### src/rtl/ps2_host_tx_if.sv
// Command-byte handshake between a host controller and the PS/2 transmitter.
interface ps2_host_tx_if;
  logic [7:0] tx_data;
  logic       tx_valid;
  logic       tx_ready;
  logic       busy;
  logic       done;
  logic       ack_err;
  logic       timeout_err;

  // Controller side: offers bytes, observes progress and completion.
  modport master (
    output tx_data, tx_valid,
    input  tx_ready, busy, done, ack_err, timeout_err
  );

  // Transmitter side.
  modport slave (
    input  tx_data, tx_valid,
    output tx_ready, busy, done, ack_err, timeout_err
  );
endinterface

### src/rtl/ps2_host_tx.sv
// Host-to-device PS/2 transmitter: inhibits the bus, requests to send, then
// shifts out data, parity and stop on device clocks and checks the device ACK.
// ps2_clock_oe / ps2_data_oe are open-drain pull-down enables.
module ps2_host_tx #(
  parameter int INHIBIT_CYCLES = 5000,
  parameter int TIMEOUT_CYCLES = 750000
) (
  input  logic         clk_in,
  input  logic         reset,
  input  logic         ps2_clock_in,
  input  logic         ps2_data_in,
  output logic         ps2_clock_oe,
  output logic         ps2_data_oe,
  ps2_host_tx_if.slave tx
);

  // One counter serves both the inhibit interval and the transfer timeout,
  // so it is sized for the larger of the two.
  localparam int CNT_MAX = (INHIBIT_CYCLES > TIMEOUT_CYCLES) ? INHIBIT_CYCLES : TIMEOUT_CYCLES;
  localparam int CNT_W   = $clog2(CNT_MAX + 1);
  localparam logic [CNT_W-1:0] INHIBIT_LAST = CNT_W'(INHIBIT_CYCLES - 1);
  localparam logic [CNT_W-1:0] TIMEOUT_LAST = CNT_W'(TIMEOUT_CYCLES - 1);

  typedef enum logic [2:0] {
    S_IDLE,
    S_INHIBIT,
    S_REQ,
    S_SEND,
    S_WAIT_IDLE
  } state_e;

  state_e           state_q, state_d;
  logic [CNT_W-1:0] cnt_q, cnt_d;
  logic [8:0]       shift_q, shift_d;      // {parity, data}
  logic [3:0]       bit_cnt_q, bit_cnt_d;  // device falling edges seen in SEND
  logic             clock_oe_q, clock_oe_d;
  logic             data_oe_q, data_oe_d;
  logic             ack_bit_q, ack_bit_d;  // data level sampled on edge 11 (0 = ACK)
  logic             done_q, done_d;
  logic             ack_err_q, ack_err_d;
  logic             timeout_err_q, timeout_err_d;

  logic [1:0] clk_sync_q, data_sync_q;
  logic       clk_prev_q;
  logic       clk_s, data_s, clk_fall;
  logic       ready, accept;

  // Two-flop synchronizers on the pins plus a delayed copy for edge detection.
  always_ff @(posedge clk_in or posedge reset) begin
    // NOTE: synchronizers reset to the idle bus level (1) so leaving reset never looks like a falling edge.
    if (reset) begin
      clk_sync_q  <= 2'b11;
      data_sync_q <= 2'b11;
      clk_prev_q  <= 1'b1;
    end else begin
      clk_sync_q  <= {clk_sync_q[0], ps2_clock_in};
      data_sync_q <= {data_sync_q[0], ps2_data_in};
      clk_prev_q  <= clk_sync_q[1];
    end
  end

  assign clk_s    = clk_sync_q[1];
  assign data_s   = data_sync_q[1];
  assign clk_fall = clk_prev_q & ~clk_s;

  // Not ready on the done/timeout pulse cycle, so a held request is taken one cycle later.
  assign ready  = (state_q == S_IDLE) && !done_q && !timeout_err_q;
  assign accept = ready && tx.tx_valid;

  // State register and registered line enables / status pulses.
  always_ff @(posedge clk_in or posedge reset) begin
    if (reset) begin
      state_q       <= S_IDLE;
      cnt_q         <= '0;
      shift_q       <= '0;
      bit_cnt_q     <= '0;
      clock_oe_q    <= 1'b0;
      data_oe_q     <= 1'b0;
      ack_bit_q     <= 1'b1;
      done_q        <= 1'b0;
      ack_err_q     <= 1'b0;
      timeout_err_q <= 1'b0;
    end else begin
      // NOTE: non-blocking assignments so every register updates from the same pre-edge values.
      state_q       <= state_d;
      cnt_q         <= cnt_d;
      shift_q       <= shift_d;
      bit_cnt_q     <= bit_cnt_d;
      clock_oe_q    <= clock_oe_d;
      data_oe_q     <= data_oe_d;
      ack_bit_q     <= ack_bit_d;
      done_q        <= done_d;
      ack_err_q     <= ack_err_d;
      timeout_err_q <= timeout_err_d;
    end
  end

  // Next-state logic: transfer sequencing, then the timeout override.
  always_comb begin
    // NOTE: every _d signal gets a default first so no path can infer a latch.
    state_d       = state_q;
    cnt_d         = cnt_q;
    shift_d       = shift_q;
    bit_cnt_d     = bit_cnt_q;
    clock_oe_d    = clock_oe_q;
    data_oe_d     = data_oe_q;
    ack_bit_d     = ack_bit_q;
    done_d        = 1'b0;
    ack_err_d     = 1'b0;
    timeout_err_d = 1'b0;

    unique case (state_q)
      S_IDLE: begin
        clock_oe_d = 1'b0;
        data_oe_d  = 1'b0;
        if (accept) begin
          shift_d    = {~^tx.tx_data, tx.tx_data};  // odd parity
          cnt_d      = '0;
          clock_oe_d = 1'b1;
          state_d    = S_INHIBIT;
        end
      end

      S_INHIBIT: begin
        if (cnt_q == INHIBIT_LAST) begin
          // Release clock and pull data low (start bit); timeout count starts at REQ.
          clock_oe_d = 1'b0;
          data_oe_d  = 1'b1;
          cnt_d      = '0;
          state_d    = S_REQ;
        end else begin
          cnt_d = cnt_q + CNT_W'(1);
        end
      end

      S_REQ: begin
        bit_cnt_d = '0;
        state_d   = S_SEND;
      end

      S_SEND: begin
        if (clk_fall) begin
          bit_cnt_d = bit_cnt_q + 4'd1;
          if (bit_cnt_q <= 4'd8) begin
            data_oe_d = ~shift_q[bit_cnt_q];  // data bits 0..7, then parity
          end else if (bit_cnt_q == 4'd9) begin
            data_oe_d = 1'b0;                 // stop bit: release
          end else begin
            ack_bit_d = data_s;
            state_d   = S_WAIT_IDLE;
          end
        end
      end

      S_WAIT_IDLE: begin
        if (clk_s && data_s) begin
          done_d    = 1'b1;
          ack_err_d = ack_bit_q;
          state_d   = S_IDLE;
        end
      end

      default: state_d = S_IDLE;
    endcase

    // A silent or stuck device must not hold the bus forever.
    if (state_q inside {S_REQ, S_SEND, S_WAIT_IDLE}) begin
      if (cnt_q == TIMEOUT_LAST) begin
        clock_oe_d    = 1'b0;
        data_oe_d     = 1'b0;
        done_d        = 1'b0;
        ack_err_d     = 1'b0;
        timeout_err_d = 1'b1;
        state_d       = S_IDLE;
      end else begin
        cnt_d = cnt_q + CNT_W'(1);
      end
    end
  end

  assign ps2_clock_oe   = clock_oe_q;
  assign ps2_data_oe    = data_oe_q;
  assign tx.tx_ready    = ready;
  assign tx.busy        = ~ready;
  assign tx.done        = done_q;
  assign tx.ack_err     = ack_err_q;
  assign tx.timeout_err = timeout_err_q;

endmodule
### src/flat_wrapper.sv
// flat-port wrapper written by rule: the top's interface ports become plain ports
module ps2_host_tx_flat 
#(
  parameter int INHIBIT_CYCLES = 5000,
  parameter int TIMEOUT_CYCLES = 750000
)
  (clk_in, reset, ps2_clock_in, ps2_data_in, ps2_clock_oe, ps2_data_oe, tx_tx_data, tx_tx_valid, tx_tx_ready, tx_busy, tx_done, tx_ack_err, tx_timeout_err);
  ps2_host_tx_if tx_i ();
  input  logic clk_in;
  input  logic reset;
  input  logic ps2_clock_in;
  input  logic ps2_data_in;
  output logic ps2_clock_oe;
  output logic ps2_data_oe;
  input wire logic [$bits(tx_i.tx_data)-1:0] tx_tx_data;
  input wire logic [$bits(tx_i.tx_valid)-1:0] tx_tx_valid;
  output wire logic [$bits(tx_i.tx_ready)-1:0] tx_tx_ready;
  output wire logic [$bits(tx_i.busy)-1:0] tx_busy;
  output wire logic [$bits(tx_i.done)-1:0] tx_done;
  output wire logic [$bits(tx_i.ack_err)-1:0] tx_ack_err;
  output wire logic [$bits(tx_i.timeout_err)-1:0] tx_timeout_err;
  assign tx_i.tx_data = tx_tx_data;
  assign tx_i.tx_valid = tx_tx_valid;
  assign tx_tx_ready = tx_i.tx_ready;
  assign tx_busy = tx_i.busy;
  assign tx_done = tx_i.done;
  assign tx_ack_err = tx_i.ack_err;
  assign tx_timeout_err = tx_i.timeout_err;
  ps2_host_tx #(.INHIBIT_CYCLES(INHIBIT_CYCLES), .TIMEOUT_CYCLES(TIMEOUT_CYCLES)) u_core (.clk_in(clk_in), .reset(reset), .ps2_clock_in(ps2_clock_in), .ps2_data_in(ps2_data_in), .ps2_clock_oe(ps2_clock_oe), .ps2_data_oe(ps2_data_oe), .tx(tx_i));
endmodule
### config.mk
export PLATFORM = sky130hd
export DESIGN_NAME = ps2_host_tx_flat
export DESIGN_NICKNAME = d
export VERILOG_FILES = /design/src/rtl/ps2_host_tx_if.sv /design/src/rtl/ps2_host_tx.sv /design/src/flat_wrapper.sv
export SDC_FILE = /design/constraint.sdc
export NUM_CORES = 1
export LEC_CHECK = 0
export ABC_AREA = 1
export CORE_MARGIN = 2
export CORE_UTILIZATION = 35
export CTS_CLUSTER_DIAMETER = 150
export DETAILED_ROUTE_END_ITERATION = 7
export SLEW_MARGIN = 20
export SYNTH_ARGS = -nofsm -noshare
export SYNTH_HDL_FRONTEND = slang
export SYNTH_SLANG_ARGS = --single-unit
### constraint.sdc
create_clock -name clk_in -period 4.3 [get_ports clk_in]
set_clock_uncertainty 0.05 [all_clocks]
set_input_delay 0.645 -clock clk_in [delete_from_list [all_inputs] [get_ports clk_in]]
set_output_delay 0.645 -clock clk_in [all_outputs]
set_load 0.01 [all_outputs]
==> results of run 1 <==
==> registers in the layout (all words and copies together) (netlist names) <==
register / count
u_core.cnt_q: 20
u_core.shift_q: 9
u_core.bit_cnt_q: 4
u_core.state_q: 3
u_core.clk_sync_q: 2
u_core.data_sync_q: 2
u_core.ack_bit_q: 1
u_core.clk_prev_q: 1
u_core.ps2_clock_oe: 1
u_core.ps2_data_oe: 1
u_core.tx.ack_err: 1
u_core.tx.done: 1
u_core.tx.timeout_err: 1
==> stage by stage <==
| step | instance area, um2 | utilization, % | worst slack, ns | hold slack [ns] |
|---|---|---|---|---|
| 2_1_floorplan | 2860 | - | 2.50 | 0.295 |
| 3_3_place_gp | 3090 | 39.6 | 2.01 | 0.297 |
| 3_5_place_dp | 3090 | 39.6 | 1.95 | 0.298 |
| 4_1_cts | 3220 | 41.2 | 1.81 | 0.312 |
| 5_1_grt | 3220 | 41.2 | 1.71 | 0.319 |
| 6_report | 3220 | 41.2 | 1.82 | 0.310 |
==> critical path, delay by kind of cell (launching register included) <==
kind / cells / cell delay, ns
DFF: 1 / 0.46
and+or+nand+nor: 3 / 0.44
buffers and inverters: 1 / 0.58
==> logic make-up (layout without fill, tap and decap cells) <==
logic type               after synthesis  count (layout)  share of synthesized area [%]
AND/OR/NAND/NOR                      225             225                           39.0
buffers and inverters                 54              72                           9.18
flip-flops                            47              47                           41.3
AO/OA/AOI/OAI                         20              20                           3.63
XOR/XNOR                              18              18                           5.51
adder cells (fa/ha/maj)                3               3                           1.31
==> layout by cell type, fill, tap and decap left out, types with 2 or more instances in the layout <==
| cell | instances |
|---|---|
| nor3_2 | 2 |
| dfstp_2 | 6 |
| nand2_1 | 98 |
| ha_1 | 3 |
| nand3_1 | 47 |
| nor3_1 | 8 |
| o21ai_0 | 12 |
| inv_1 | 41 |
| nand2_4 | 3 |
| clkdlybuf4s50_1 | 19 |
| nor4_1 | 2 |
| nor2_2 | 6 |
| dfrtp_1 | 41 |
| nor3_4 | 2 |
| nand4_1 | 14 |
| nor2_4 | 3 |
| xor2_1 | 10 |
| nor2_1 | 24 |
| a21oi_1 | 4 |
| nand2_2 | 7 |
| xnor2_1 | 8 |
| o21ai_1 | 2 |
| clkbuf_8 | 6 |
| nand3_2 | 7 |
==> report_power, final <==
group | switching (mW) | internal [mW] | leakage [nW]
Sequential | 0.00115 | 0.446 | 0.584
Clock | 0.165 | 0.192 | 0.0618
Combinational | 0.0171 | 0.0163 | 0.872
Total | 0.184 | 0.654 | 1.52
==> how the worst max path moves through the flow <==
stage                      start                   to  slack (ns)
2_1_floorplan              reset  u_core.bit_cnt_q[0]        2.50
3_3_place_gp         tx_tx_valid      u_core.cnt_q[6]        2.01
3_5_place_dp         tx_tx_valid     u_core.cnt_q[16]        1.95
4_1_cts        u_core.state_q[0]          tx_tx_ready        1.81
5_1_grt        u_core.state_q[0]          tx_tx_ready        1.71
6_report       u_core.state_q[0]          tx_tx_ready        1.82
==> per-layer routing <==
metal	up-vias	GRT usage [%]
met1	1094	22.0
li1	1210	-
met2	40	23.8
met5	-	0
met4	0	4.71
met3	6	2.47
==> layout make-up <==
cell class | count | area (um2)
Inverter | 45 | 178
Multi-Input combinational cell | 266 | 1420
Tap cell | 102 | 128
Timing Repair Buffer | 19 | 190
Clock inverter | 2 | 38.8
Fill cell | 821 | 4590
Clock buffer | 6 | 82.6
Sequential cell | 47 | 1180
==> impl_metrics.py, run 1 <==
metrics = {
    "clock_tree": {
        "ctsResizeCount": 0,
        "cts_buffer_depth": 2,
        "clk_pin_slew_worst_paths_ns": 0.10,
        "cts_tree": "built",
        "cts_root_buf": "clkbuf_8",
        "cts_buffers": 5,
        "clk_latency_ns": 0.31,
        "ctsHoldBuffers": 0,
        "cts.sinks": 47,
        "h-tree-depth": 2,
        "cts_setup_buffers": 0,
    },
    "worst_setup_path": {
        "cp_max_fo": 4,
        "crit_path_top_delay_cell": "clkdlybuf4s50_1",
        "crit_chain": "nor2_4 > nand2_2 > nor3_4 > clkdlybuf4s50_1",
        "r2r-start": "u_core.cnt_q[0]",
        "end_kind": "output pin",
        "r2r_end": "u_core.cnt_q[16]",
        "startpoint_type": "flop",
        "required_ns": 3.61,
        "cpPeakStageDelay_ns": 0.58,
        "crit_type": "reg2out",
        "cp.arrival_ns": 1.78,
        "ff2ff_setup_slack_ns": 2.01,
        "r2r_cells": 10,
    },
    "synth": {
        "synth.area.top_cells": "dfrtp_1 36%, nand2_1 13%, nand3_1 8.2%, dfstp_2 5.5%, inv_1 5.5%",
        "ys_warn_count": 0,
        "netlist_area_um2": 2860,
        "yosysMostFrequentCell": "nand2_1",
        "ys_async_sr_fraction_pct": 100,
        "synth-main-ff-cell": "dfrtp_1",
        "synth_edf_count": 0,
        "synth_top_cell_by_area": "dfrtp_1",
        "ys_top_cells_by_count": "98 x nand2_1, 47 x nand3_1, 42 x inv_1",
        "postSynthAreaPerCell_um2": 7.80,
        "syn-num-nets": 383,
        "synth-seq-cells": 47,
        "synth_top_area_share_pct": 35.8,
        "ys_types": 32,
        "syn_inst": 367,
        "synth-seq-area-share_pct": 41.3,
    },
    "detailed_routing": {
        "drt.antenna.violating_nets": 0,
        "wl_met3_um": 211,
        "drt_iter0_drc": 134,
        "post-route-drc-count": 0,
        "wl_met2_um": 2740,
        "num_vias": 2350,
        "wl_per_cell_um": 12.7,
        "avgViaCountPerCell": 4.83,
        "top_layer": "met4",
        "first_pass_iters": 5,
        "wl_met1_um": 3140,
        "wl_um": 6170,
    },
    "grt": {
        "grt_antenna_before_repair": 0,
        "groute.usage.overall_pct": 15.3,
        "grt_pass1_wl_um": 10900,
        "grt_pass1_vias": 2316,
        "grt_overflow": 0,
        "grt_max_degree": 48,
    },
    "sta": {
        "setup_viol": 0,
        "period_minus_slack_ns": 2.48,
        "clock.fmax_mhz": 404,
        "fin_tns_setup_ns": 0,
        "finalMaxSlewViolations": 0,
        "hold_viol": 0,
        "tightestPinTransition_ns": 0.821,
        "fin_crit_sh_pct": 57.6,
        "slew-limit-headroom_pct": 45.2,
        "rsz0062_at_grt": "no",
    },
    "placement": {
        "io_buffers": 19,
        "placedCellCount": 479,
        "routabilityCongestion": 0.864,
        "dp_hpwl_um": 4380,
    },
    "flow_run": {
        "maxCapViolations": 0,
    },
    "pwr": {
        "p_leak_nw": 1.52,
        "vdd_ir_drop_max_uv": 109,
        "power_density_nw_per_um2": 260,
        "p_total_uw": 838,
    },
    "floorplan": {
        "die_y_um": 94.4,
        "initial_utilization_pct": 36.7,
        "ios": 20,
        "die_x_um": 94.4,
        "dieArea_um2": 8920,
        "core.rowCount": 32,
        "core_um2": 7810,
    },
    "min_path": {
        "min-delay-start": "u_core.data_sync_q[0]",
        "worstHoldPathType": "reg2reg",
        "min_to": "u_core.data_sync_q[1]",
        "whs_path_depth": 0,
    },
    "final_layout": {
        "drive_gt1_share_pct": 12.7,
        "n_antenna_cell": 0,
        "nNetsFinal": 400,
        "syn2layout_area_growth_pct": 12.4,
        "finalNonFillerCells": 487,
    },
    "outcome": {
        "outcome": "complete, no violations",
    },
}
Power figures use the tool's default switching activity.
==> run 2: changes to the inputs <==
Clock period 4.3 ns to 2.1 ns, I/O delays scaled along.
==> impl_metrics.py, run 2 (synthesized netlist as in run 1, its figures left out) <==
metrics = {
    "sta": {
        "fin_crit_sh_pct": 90.8,
        "period_minus_slack_ns": 1.91,
        "clock.fmax_mhz": 525,
        "setup_viol": 0,
        "tightestPinTransition_ns": 0.574,
        "rsz0062_at_grt": "no",
        "hold_viol": 0,
        "slew-limit-headroom_pct": 61.4,
        "fin_tns_setup_ns": 0,
        "hold_ws_ns": 0.262,
        "finalMaxSlewViolations": 0,
    },
    "floorplan": {
        "dieArea_um2": 8920,
        "die_x_um": 94.4,
        "ios": 20,
        "initial_utilization_pct": 36.7,
        "core_um2": 7810,
        "core.rowCount": 32,
        "die_y_um": 94.4,
    },
    "clock_tree": {
        "h-tree-depth": 2,
        "ctsHoldBuffers": 0,
        "cts_setup_buffers": 0,
        "cts_buffers": 5,
        "cts_buffer_depth": 2,
        "cts_root_buf": "clkbuf_8",
        "clk_pin_slew_worst_paths_ns": 0.10,
        "clk_latency_ns": 0.30,
        "cts_tree": "built",
        "cts.sinks": 47,
    },
    "detailed_routing": {
        "drt_iter0_drc": 158,
        "wl_per_cell_um": 12.2,
        "num_vias": 2345,
        "wl_um": 5980,
        "avgViaCountPerCell": 4.80,
        "first_pass_iters": 4,
        "post-route-drc-count": 0,
        "drt.antenna.violating_nets": 0,
    },
    "final_layout": {
        "reg_top3": "u_core.cnt_q x20, u_core.shift_q x9, u_core.bit_cnt_q x4",
        "largest_register_ffs": 20,
        "final_common_cell": "nand2_1",
        "top_register": "u_core.cnt_q",
        "nNetsFinal": 402,
        "syn2layout_area_growth_pct": 13.5,
        "n_antenna_cell": 0,
        "layout_common_cells": "98 x nand2_1, 47 x nand3_1, 41 x inv_1, 40 x dfrtp_1, 24 x nor2_1",
        "drive_gt1_share_pct": 13.4,
        "fin_util_pct": 41.6,
    },
    "grt": {
        "top_usage_layer": "met2",
        "grt_util_met1_pct": 21.5,
        "grt_pass1_vias": 2310,
        "groute.usage.overall_pct": 15.2,
        "grt_antenna_before_repair": 0,
        "grt.met2_usage_pct": 24.2,
        "grt_pass1_wl_um": 10900,
        "grt_max_degree": 33,
        "grt_use_met3_pct": 2.39,
        "grt_overflow": 0,
    },
    "worst_setup_path": {
        "critical_path_buf_inv_count": 1,
        "end_kind": "output pin",
        "crit_family": "simple AND/OR/NAND/NOR gates",
        "startpoint_type": "flop",
        "crit_type": "reg2out",
        "crit_chain": "nor2_4 > nand2_2 > nor3_4 > dlygate4sd2_1",
        "cp_max_fo": 4,
        "cp.arrival_ns": 1.54,
        "required_ns": 1.74,
        "cpPeakStageDelay_ns": 0.46,
        "crit_path_top_delay_cell": "dfrtp_2",
    },
    "pwr": {
        "p_total_mw": 1.67,
        "p_leak_nw": 1.53,
        "vdd_ir_drop_max_uv": 392,
        "power_density_nw_per_um2": 514,
    },
    "placement": {
        "io_buffers": 19,
        "routabilityCongestion": 0.850,
        "dp_hpwl_um": 4440,
    },
    "min_path": {
        "worstHoldPathType": "in2async",
    },
    "outcome": {
        "outcome": "complete, no violations",
    },
    "flow_run": {
        "maxCapViolations": 0,
    },
}
## run 2: path summary, 6_finish.rpt
kind,start,to,slack [ns],depth (start not counted)
setup / recovery,u_core.state_q[0],tx_tx_ready,0.19,4
min in group clk_in,u_core.clk_sync_q[0],u_core.clk_sync_q[1],0.31,0
hold / removal,reset,u_core.cnt_q[9],0.26,2
max in group asynchronous,reset,u_core.clk_sync_q[1],1.18,3
hold reg to reg,u_core.clk_sync_q[0],u_core.clk_sync_q[1],0.31,0
setup reg to reg,u_core.cnt_q[0],u_core.cnt_q[12],0.30,10
## run 2: stage by stage
stage	worst slack (ns)	instances	area [um2]
detailed placement	0.104	481	3120
global route	0.0717	489	3250
finish	0.194	489	3250
global placement	0.151	481	3120
CTS	0.00608	489	3240
floorplan	0.531	367	2860
## run 2: final cells by class
type | instances | area, um2
Clock buffer | 5 | 68.8
Tap cell | 102 | 128
Timing Repair Buffer | 21 | 219
Clock inverter | 3 | 46.3
Fill cell | 812 | 4560
Inverter | 45 | 176
Multi-Input combinational cell | 266 | 1430
Sequential cell | 47 | 1180
## run 2: worst reg2reg max path, stage by stage (launching register included)
cell,delay (ns)
dfrtp_1,0.42
ha_1,0.26
nand2_4,0.10
clkinv_4,0.08
nand2_4,0.06
nor2_4,0.13
nand3_2,0.09
nand2_2,0.10
buf_4,0.25
nand3_1,0.11
nand2_1,0.09
## run 2: timing repair
item | 4_1_cts | 5_1_grt
gates resized for setup | 2 | 3
endpoints found under the setup margin | 2 | 21
pin swaps | 0 | 1
## run 2: metal layers
| metal | share of wire [%] | routed length [um] |
|---|---|---|
| met3 | 3.5 | 207 |
| met2 | 45 | 2670 |
| met1 | 51 | 3040 |
| met5 | 0 | 0 |
| met4 | 0.95 | 57 |
## run 2: power by group
part | leakage, nW | internal, mW | switching [mW]
combinational | 0.892 | 0.0372 | 0.0353
sequential | 0.584 | 0.913 | 0.00218
clock | 0.0548 | 0.359 | 0.322
